[config.mk]
export PLATFORM = sky130hd
export DESIGN_NAME = setup_engine
export DESIGN_NICKNAME = d
export VERILOG_FILES = /design/src/rtl/setup_engine.sv
export SDC_FILE = /design/constraint.sdc
export NUM_CORES = 2
export LEC_CHECK = 0
export CAP_MARGIN = 20
export CELL_PAD_IN_SITES_DETAIL_PLACEMENT = 0
export CELL_PAD_IN_SITES_GLOBAL_PLACEMENT = 1
export CORE_MARGIN = 5
export CORE_UTILIZATION = 46
export DETAILED_ROUTE_END_ITERATION = 10
export GPL_ROUTABILITY_DRIVEN = 0
export MAX_ROUTING_LAYER = met4
export PLACE_DENSITY = 0.93
export SETUP_SLACK_MARGIN = 0.4
export SKIP_CTS_REPAIR_TIMING = 1
export SLEW_MARGIN = 40
export SYNTH_ARGS = -nofsm -noshare
export SYNTH_HDL_FRONTEND = slang
export SYNTH_SLANG_ARGS = --single-unit
[constraint.sdc]
create_clock -name clk -period 8.92 [get_ports clk]
set_input_delay 1.338 -clock clk [delete_from_list [all_inputs] [get_ports clk]]
set_output_delay 1.338 -clock clk [all_outputs]
set_load 0.03 [all_outputs]
[src/rtl/setup_engine.sv]
// Triangle setup engine: captures a screen-space triangle, orients it counter-clockwise,
// derives edge equations, bounding box and a fixed-point 1/area, then hands off to a rasterizer.
module setup_engine (
  input  logic               clk,
  input  logic               rst,
  input  logic [8:0]         vx1,
  input  logic [8:0]         vx2,
  input  logic [8:0]         vx3,
  input  logic [7:0]         vy1,
  input  logic [7:0]         vy2,
  input  logic [7:0]         vy3,
  input  logic [15:0]        vz1,
  input  logic [15:0]        vz2,
  input  logic [15:0]        vz3,
  input  logic [7:0]         color_in,
  input  logic               setup_start,
  output logic               setup_ready,
  output logic               setup_done,
  output logic signed [9:0]  a1,
  output logic signed [9:0]  b1,
  output logic signed [9:0]  a2,
  output logic signed [9:0]  b2,
  output logic signed [9:0]  a3,
  output logic signed [9:0]  b3,
  output logic signed [17:0] c1,
  output logic signed [17:0] c2,
  output logic signed [17:0] c3,
  output logic [8:0]         bbxi,
  output logic [8:0]         bbxf,
  output logic [7:0]         bbyi,
  output logic [7:0]         bbyf,
  output logic [15:0]        z1,
  output logic [15:0]        z2,
  output logic [15:0]        z3,
  output logic [7:0]         color,
  output logic [31:0]        inv_area,
  output logic               rasterizer_start,
  input  logic               rasterizer_done
);

  typedef enum logic [2:0] {
    IDLE   = 3'd0,
    AREA   = 3'd1,
    ORIENT = 3'd2,
    EDGES  = 3'd3,
    DIV    = 3'd4,
    ISSUE  = 3'd5,
    WAIT   = 3'd6
  } state_e;

  state_e state_q, state_d;

  // Captured (and possibly reordered) vertices
  logic [8:0]  x1_q, x2_q, x3_q, x1_d, x2_d, x3_d;
  logic [7:0]  y1_q, y2_q, y3_q, y1_d, y2_d, y3_d;
  logic [15:0] vz1_q, vz2_q, vz3_q, vz1_d, vz2_d, vz3_d;
  logic [7:0]  col_q, col_d;

  logic signed [19:0] area_q, area_d;
  logic [19:0] rem_q, rem_d;
  logic [23:0] quot_q, quot_d;
  logic [4:0]  cnt_q, cnt_d;
  logic        done_q, done_d;

  logic [9:0]  a1_q, b1_q, a2_q, b2_q, a3_q, b3_q;
  logic [9:0]  a1_d, b1_d, a2_d, b2_d, a3_d, b3_d;
  logic [17:0] c1_q, c2_q, c3_q, c1_d, c2_d, c3_d;
  logic [8:0]  bbxi_q, bbxf_q, bbxi_d, bbxf_d;
  logic [7:0]  bbyi_q, bbyf_q, bbyi_d, bbyf_d;
  logic [15:0] z1_q, z2_q, z3_q, z1_d, z2_d, z3_d;
  logic [7:0]  ocol_q, ocol_d;
  logic [31:0] inv_q, inv_d;

  function automatic logic [8:0] clamp_x(input logic [8:0] v);
    return (v > 9'd319) ? 9'd319 : v;
  endfunction

  function automatic logic [7:0] clamp_y(input logic [7:0] v);
    return (v > 8'd239) ? 8'd239 : v;
  endfunction

  function automatic logic [8:0] min3x(input logic [8:0] p, input logic [8:0] q, input logic [8:0] r);
    logic [8:0] m;
    m = (p < q) ? p : q;
    return (r < m) ? r : m;
  endfunction

  function automatic logic [8:0] max3x(input logic [8:0] p, input logic [8:0] q, input logic [8:0] r);
    logic [8:0] m;
    m = (p > q) ? p : q;
    return (r > m) ? r : m;
  endfunction

  function automatic logic [7:0] min3y(input logic [7:0] p, input logic [7:0] q, input logic [7:0] r);
    logic [7:0] m;
    m = (p < q) ? p : q;
    return (r < m) ? r : m;
  endfunction

  function automatic logic [7:0] max3y(input logic [7:0] p, input logic [7:0] q, input logic [7:0] r);
    logic [7:0] m;
    m = (p > q) ? p : q;
    return (r > m) ? r : m;
  endfunction

  // Twice the signed triangle area; positive means counter-clockwise in this frame
  logic signed [19:0] sx1, sx2, sx3, sy1, sy2, sy3, area_c;
  assign sx1 = {11'b0, x1_q};
  assign sx2 = {11'b0, x2_q};
  assign sx3 = {11'b0, x3_q};
  assign sy1 = {12'b0, y1_q};
  assign sy2 = {12'b0, y2_q};
  assign sy3 = {12'b0, y3_q};
  assign area_c = (sx2 - sx1) * (sy3 - sy1) - (sx3 - sx1) * (sy2 - sy1);

  logic [16:0] p23, p32, p31, p13, p12, p21;
  assign p23 = 17'(x2_q) * 17'(y3_q);
  assign p32 = 17'(x3_q) * 17'(y2_q);
  assign p31 = 17'(x3_q) * 17'(y1_q);
  assign p13 = 17'(x1_q) * 17'(y3_q);
  assign p12 = 17'(x1_q) * 17'(y2_q);
  assign p21 = 17'(x2_q) * 17'(y1_q);

  // Restoring divider step: dividend 2^24 feeds its single set bit on the first step
  logic [20:0] rem_sh;
  logic [19:0] rem_sub;
  logic        q_bit;
  assign rem_sh  = {rem_q, (cnt_q == 5'd24)};
  assign q_bit   = (rem_sh >= {1'b0, area_q});
  assign rem_sub = rem_sh[19:0] - area_q;

  always_comb begin
    state_d = state_q;
    x1_d = x1_q;  x2_d = x2_q;  x3_d = x3_q;
    y1_d = y1_q;  y2_d = y2_q;  y3_d = y3_q;
    vz1_d = vz1_q; vz2_d = vz2_q; vz3_d = vz3_q;
    col_d  = col_q;
    area_d = area_q;
    rem_d  = rem_q;
    quot_d = quot_q;
    cnt_d  = cnt_q;
    done_d = 1'b0;
    a1_d = a1_q; b1_d = b1_q; a2_d = a2_q; b2_d = b2_q; a3_d = a3_q; b3_d = b3_q;
    c1_d = c1_q; c2_d = c2_q; c3_d = c3_q;
    bbxi_d = bbxi_q; bbxf_d = bbxf_q; bbyi_d = bbyi_q; bbyf_d = bbyf_q;
    z1_d = z1_q; z2_d = z2_q; z3_d = z3_q;
    ocol_d = ocol_q;
    inv_d  = inv_q;

    case (state_q)
      IDLE: begin
        if (setup_start) begin
          x1_d = clamp_x(vx1); x2_d = clamp_x(vx2); x3_d = clamp_x(vx3);
          y1_d = clamp_y(vy1); y2_d = clamp_y(vy2); y3_d = clamp_y(vy3);
          vz1_d = vz1; vz2_d = vz2; vz3_d = vz3;
          col_d = color_in;
          state_d = AREA;
        end
      end
      AREA: begin
        area_d  = area_c;
        state_d = ORIENT;
      end
      ORIENT: begin
        if (area_q == '0) begin
          done_d  = 1'b1;
          state_d = IDLE;
        end else begin
          if (area_q[19]) begin
            x2_d = x3_q;   x3_d = x2_q;
            y2_d = y3_q;   y3_d = y2_q;
            vz2_d = vz3_q; vz3_d = vz2_q;
            area_d = -area_q;
          end
          state_d = EDGES;
        end
      end
      EDGES: begin
        a1_d = {2'b0, y2_q} - {2'b0, y3_q};
        b1_d = {1'b0, x3_q} - {1'b0, x2_q};
        c1_d = {1'b0, p23} - {1'b0, p32};
        a2_d = {2'b0, y3_q} - {2'b0, y1_q};
        b2_d = {1'b0, x1_q} - {1'b0, x3_q};
        c2_d = {1'b0, p31} - {1'b0, p13};
        a3_d = {2'b0, y1_q} - {2'b0, y2_q};
        b3_d = {1'b0, x2_q} - {1'b0, x1_q};
        c3_d = {1'b0, p12} - {1'b0, p21};
        bbxi_d = min3x(x1_q, x2_q, x3_q);
        bbxf_d = max3x(x1_q, x2_q, x3_q);
        bbyi_d = min3y(y1_q, y2_q, y3_q);
        bbyf_d = max3y(y1_q, y2_q, y3_q);
        z1_d = vz1_q; z2_d = vz2_q; z3_d = vz3_q;
        ocol_d = col_q;
        rem_d  = '0;
        quot_d = '0;
        cnt_d  = 5'd24;
        state_d = DIV;
      end
      DIV: begin
        rem_d  = q_bit ? rem_sub : rem_sh[19:0];
        quot_d = {quot_q[22:0], q_bit};
        if (cnt_q == 5'd0) begin
          inv_d   = {7'b0, quot_q, q_bit};
          state_d = ISSUE;
        end else begin
          cnt_d = cnt_q - 5'd1;
        end
      end
      ISSUE: state_d = WAIT;
      WAIT: begin
        if (rasterizer_done) begin
          done_d  = 1'b1;
          state_d = IDLE;
        end
      end
      default: state_d = IDLE;
    endcase
  end

  always_ff @(posedge clk) begin
    if (!rst) begin
      state_q <= IDLE;
      x1_q <= '0; x2_q <= '0; x3_q <= '0;
      y1_q <= '0; y2_q <= '0; y3_q <= '0;
      vz1_q <= '0; vz2_q <= '0; vz3_q <= '0;
      col_q  <= '0;
      area_q <= '0;
      rem_q  <= '0;
      quot_q <= '0;
      cnt_q  <= '0;
      done_q <= 1'b0;
      a1_q <= '0; b1_q <= '0; a2_q <= '0; b2_q <= '0; a3_q <= '0; b3_q <= '0;
      c1_q <= '0; c2_q <= '0; c3_q <= '0;
      bbxi_q <= '0; bbxf_q <= '0; bbyi_q <= '0; bbyf_q <= '0;
      z1_q <= '0; z2_q <= '0; z3_q <= '0;
      ocol_q <= '0;
      inv_q  <= '0;
    end else begin
      state_q <= state_d;
      x1_q <= x1_d; x2_q <= x2_d; x3_q <= x3_d;
      y1_q <= y1_d; y2_q <= y2_d; y3_q <= y3_d;
      vz1_q <= vz1_d; vz2_q <= vz2_d; vz3_q <= vz3_d;
      col_q  <= col_d;
      area_q <= area_d;
      rem_q  <= rem_d;
      quot_q <= quot_d;
      cnt_q  <= cnt_d;
      done_q <= done_d;
      a1_q <= a1_d; b1_q <= b1_d; a2_q <= a2_d; b2_q <= b2_d; a3_q <= a3_d; b3_q <= b3_d;
      c1_q <= c1_d; c2_q <= c2_d; c3_q <= c3_d;
      bbxi_q <= bbxi_d; bbxf_q <= bbxf_d; bbyi_q <= bbyi_d; bbyf_q <= bbyf_d;
      z1_q <= z1_d; z2_q <= z2_d; z3_q <= z3_d;
      ocol_q <= ocol_d;
      inv_q  <= inv_d;
    end
  end

  assign setup_ready      = (state_q == IDLE);
  assign rasterizer_start = (state_q == ISSUE);
  assign setup_done       = done_q;

  assign a1 = a1_q;  assign b1 = b1_q;
  assign a2 = a2_q;  assign b2 = b2_q;
  assign a3 = a3_q;  assign b3 = b3_q;
  assign c1 = c1_q;  assign c2 = c2_q;  assign c3 = c3_q;
  assign bbxi = bbxi_q;  assign bbxf = bbxf_q;
  assign bbyi = bbyi_q;  assign bbyf = bbyf_q;
  assign z1 = z1_q;  assign z2 = z2_q;  assign z3 = z3_q;
  assign color    = ocol_q;
  assign inv_area = inv_q;

endmodule

# Yosys cells after proc, flatten, opt, wreduce, memory -nomap -nowiden
# Cells that the tools add are included.
# classes
n_addsub	17
n_mul	8
magnitude_cmp	15
eq_ne	13
n_mux	54
n_reduce_logical	13
# ops
op	n
9-bit two-way mux	13
8-bit two-way mux	13
9-bit by 8-bit multiplier with 17-bit output	6
16-bit two-way mux	6
20-bit one-hot mux with 2 select lines	2
16-bit one-hot mux with 2 select lines	2
20-bit two-way mux	3
17-bit by 17-bit subtractor with 18-bit output	3
9-bit by 9-bit subtractor with 10-bit output	5
24-bit one-hot mux with 2 select lines	1
8-bit by 8-bit subtractor with 9-bit output	5
10-bit by 9-bit multiplier with 19-bit output	2
9-bit one-hot mux with 2 select lines	2
8-bit one-hot mux with 2 select lines	2
9-bit greater-than comparator (second input constant)	3
8-bit greater-than comparator (second input constant)	3
21-bit by 20-bit >= comparator with 1-bit output	1
3-bit one-hot mux with 7 select lines	1
20-bit logical NOT	1
20-bit negator	1
19-bit by 19-bit subtractor with 20-bit output	1
20-bit subtractor	1
9-bit greater-than comparator	2
9-bit less-than comparator	2
20 further kinds	39
# totals
regBits	409
inputBits	111
out_inout_bits	239
wordCells	155

# Logic depth before layout (Yosys ltp)
# logic_depth
word_depth	4
mapped_depth	31
ltp_nobuf	30

# Worst setup path before layout
# No wires, ideal clock.
# synth_timing
path_kind	register to register
startpoint	register x1_q[1]
endpoint	register area_q[19]
setup_time_ns	0.131
arrival_time_ns	8.049
t_required_ns	8.789
path_slack_ns	0.740
path_stages_with_launch	31
path_buffers	2
period_less_slack_ns	8.180
path_cell_list	dfxtp_1 > clkbuf_1 > inv_1 > clkbuf_1 > ha_1 > nor2b_1 > o21ai_0 > a21boi_0 > o21ai_0 > a21boi_0 > o21a_1 > nor3_1 > nor3_1 > fa_1 > fa_1 > inv_1 > fa_1 > inv_1 > fa_1 > fa_1 > fa_1 > fa_1 > ha_1 > o21ai_0 > nand2b_1 > a21o_1 > o31ai_1 > o311ai_0 > a41oi_1 > xnor2_1 > o22ai_1
# synth_between
elab_chain_cells	4
elab_cells_between_ends	6
cone_classes	add/sub (3); mul (2); mux (1)
# synth_lines
element	line_no	rtl
from (decl)	54	logic [8:0] x1_q, x2_q, x3_q, x1_d, x2_d, x3_d;
from (signal assigned)	223	x1_q <= '0; x2_q <= '0; x3_q <= '0;
from (signal assigned)	240	x1_q <= x1_d; x2_q <= x2_d; x3_q <= x3_d;
9-bit by 9-bit subtractor with 10-bit output	114	assign area_c = (sx2 - sx1) * (sy3 - sy1) - (sx3 - sx1) * (sy2 - sy1);
10-bit by 9-bit multiplier with 19-bit output	114	
19-bit by 19-bit subtractor with 20-bit output (*)	114	
20-bit one-hot mux with 2 select lines (*)	150	case (state_q)
to (signal assigned)	244	area_q <= area_d;
to (decl)	59	logic signed [19:0] area_q, area_d;
# Mark *: on every way between the ends. The rest lies on a longest branch, timed or not.
# A chain may end at the register's enable or synchronous reset.

# Final worst setup path
# layout_timing
startpoint	register x3_q[0]
endpoint	register area_q[19]
# layout_between
elab_chain_cells	4
# layout_lines
element	line_no
from (decl)	54
from (signal assigned)	223
from (signal assigned)	240
9-bit by 9-bit subtractor with 10-bit output	114
10-bit by 9-bit multiplier with 19-bit output	114
19-bit by 19-bit subtractor with 20-bit output	114
20-bit one-hot mux with 2 select lines	150
# No other way between the ends.

==> impl_metrics.csv <==
group,metric,value,unit
status,status,"completed",
global_route,overflow,0,
global_route,antenna_found_initial,8,
global_route,grt_pass1_vias,37394,
die,placementRows,110,
critical_path,critPathRequiredTime,9.39,ns
clock_network,numCtsBuffers,51,
clock_network,clk_pin_slew,0.06,ns
critical_path,worstSetupStartpointType,"flip-flop",
cells_and_area,drive_gt1_share,5.20,%
sta,setup_tns,0,ns
cells_and_area,syn_to_final_growth,16.4,%
detailed_routing,drc_errors,0,
die,num_io_pins,350,
detailed_routing,first_pass_iters,8,
die,die_area,96400,sq um
clock_network,cts_tree,"yes",
sta,post-route-period-util,91.7,%
die,die_w,310,um
critical_path,crit_buf_inv,4,
cells_and_area,final_nets,6270,
global_route,grt_max_degree,171,
place,port_buffers,342,
clock_network,clk_latency,0.65,ns
global_route,grtUsageTotal,30.9,%
detailed_routing,ant_nets,0,
detailed_routing,vias,37334,
sta,setup_viol,0,
synth,synth_edf_count,0,
detailed_routing,drtIter0Drc,3929,
critical_path,cp_slowest_stage_delay,0.57,ns
cells_and_area,n_fill_cell,8201,
global_route,met2_usage,46.7,%
job,drv_cap,0,
synth,synthArstFlopShare,0,%
critical_path,arrival,8.65,ns
die,die_h,310,um
die,start_util,46.2,%
detailed_routing,wl_per_cell,22.9,um
critical_path,crit_family,"adder cells",
global_route,grt_first_pass_wirelength,221000,um
synth,syn_avg_cell_area,8.37,sq um
cells_and_area,ff_latch_area,8130,sq um
sta,finalMaxSlewViolations,0,
global_route,gr-usage-met3,10.7,%
synth,ys_types,75,
detailed_routing,vias_per_cell,5.79,
die,core,89900,sq um
cells_and_area,utilization,53.8,%
synth,ys_ff_latch,406,
sta,hold_viol,0,
global_route,busiest_layer,"met2",
sta,period_needed,8.18,ns
hold_path,hp-class,"flip-flop to flip-flop",
detailed_routing,routed_wl,148000,um
sta,slew_headroom,37.2,%
cells_and_area,multi_input_area,29800,sq um
sta,finalWorstSetupSlack,0.737,ns
place,place_ws,0.452,ns
place,hpwl,113000,um
critical_path,crit_path_frequent_cell,"fa_1",
synth,ys_seq_area_share,19.6,%
sta,rsz0062_at_grt,"no",
synth,syn_area,41500,sq um
sta,timing.fmax,122,MHz
clock_network,cts.sink_count,406,
global_route,met1_usage,35.9,%
clock_network,clk_path_buf_depth,3,
sta,skew,0.0439,ns
critical_path,slowest_stage,"fa_1",
critical_path,crit_path_end_kind,"flip-flop",
clock_network,h-tree-depth,2,
synth,yosysWarnings,0,
synth,ys.flop_type,"dfxtp_1",
clock_network,root_buffer,"clkbuf_16",
synth,synthCells,4965,
critical_path,path_max_fanout,8,
sta,tightest_slew,0.935,ns
critical_path,crit_type,"flip-flop to flip-flop",
[cell usage in the layout (no fill, tap or decap), drive strengths merged, types with 9 or more instances in the layout]
cell type and instances:
dfxtp 406, o221ai 21, a22oi 34, nand3 68, a21oi 325, ha 404
clkbuf 65, o311ai 27, a21o 41, xnor2 90, buf 122, nor3 71
nor2b 31, nand2 750, o2111ai 9, nand2b 25, clkinv 27, inv 701
xor2 34, nor4 11, clkdlybuf4s50 341, nor2 550, a21boi 19, or2 12
diode 14, nand4 31, a31oi 15, a211oi 47, o21a 35, nand3b 10
o31ai 24, fa 544, o211ai 21, and2 17, or3 31, mux2i 31
o21bai 17, a311oi 43, o21ai 100
[worst min-delay path, stage by stage (launching register included)]
cell and delay, ns:
dfxtp_1 0.32, nand2_1 0.06, a21oi_1 0.05
[cell usage after synthesis (all sizes together) (34+ instances only)]
master	instances	share of area, %
a21o	41	0.74
inv	696	6.3
o21a	35	0.63
a22oi	34	0.61
nand2	750	6.8
a211oi	47	0.85
nand3	68	0.82
o21ai	100	1.2
buf	40	0.49
dfxtp	406	20
a311oi	43	0.91
fa	544	26
ha	404	12
xor2	34	0.72
clkbuf	236	2.1
xnor2	90	1.9
nor3	71	0.88
a21oi	325	3.9
nor2	550	5.0
[path summary, 6_finish.rpt]
kind | start | endpoint | slack [ns] | cells after the start
worst min-delay path | quot_q[7] | inv_area[8] | 0.44 | 2
worst max register to register | x3_q[0] | area_q[19] | 0.74 | 28
worst max-delay path | x3_q[0] | area_q[19] | 0.74 | 28
worst min register to register | quot_q[7] | inv_area[8] | 0.44 | 2
[through the flow]
stage	hold slack [ns]	area, sq um	std cells
finish	0.445	48300	6443
global route	0.462	48300	6438
CTS	0.450	48200	6427
detailed placement	0.441	46400	6332
global placement	0.436	46300	6332
floorplan	0.432	41600	4971
[final cells by class]
type / instances / area share [%]
Antenna cell: 14 / 0.0725
Tap cell: 1176 / 3.04
Sequential cell: 406 / 16.8
Inverter: 709 / 5.52
Clock inverter: 30 / 0.865
Timing Repair Buffer: 463 / 9.08
Clock buffer: 65 / 2.89
Multi-Input combinational cell: 3580 / 61.7
[logic make-up after synthesis]
logic type | Yosys count | synth area share [%]
and+or+nand+nor | 1635 | 16.5
buffers and inverters | 985 | 9.03
adders and majority gates | 948 | 38.4
AOI/OAI and AO/OA | 832 | 13.0
DFF | 406 | 19.6
xor gates and xnor gates | 124 | 2.61
muxes | 34 | 0.828
other | 1 | 0.00903
[sequential cells by signal, summed over array words and instances, names as in the netlist, 16 cells and up]
signal	flops
vz2_q	16
vz3_q	16
area_q	20
inv_area	25
vz1_q	16
z3	16
c3	18
rem_q	20
c1	18
z1	16
c2	18
z2	16
quot_q	24
[per-layer routing]
| metal | wire length (um) | up-vias | part of all wire [%] |
|---|---|---|---|
| met5 | 0 | - | 0 |
| met2 | 65800 | 2098 | 45 |
| met1 | 53500 | 18016 | 36 |
| met4 | 10700 | 0 | 7.3 |
| li1 | - | 16561 | - |
| met3 | 17500 | 659 | 12 |
Power is not shown: default switching activity piles up to over one toggle a cycle in this logic, so the estimate is an artifact.
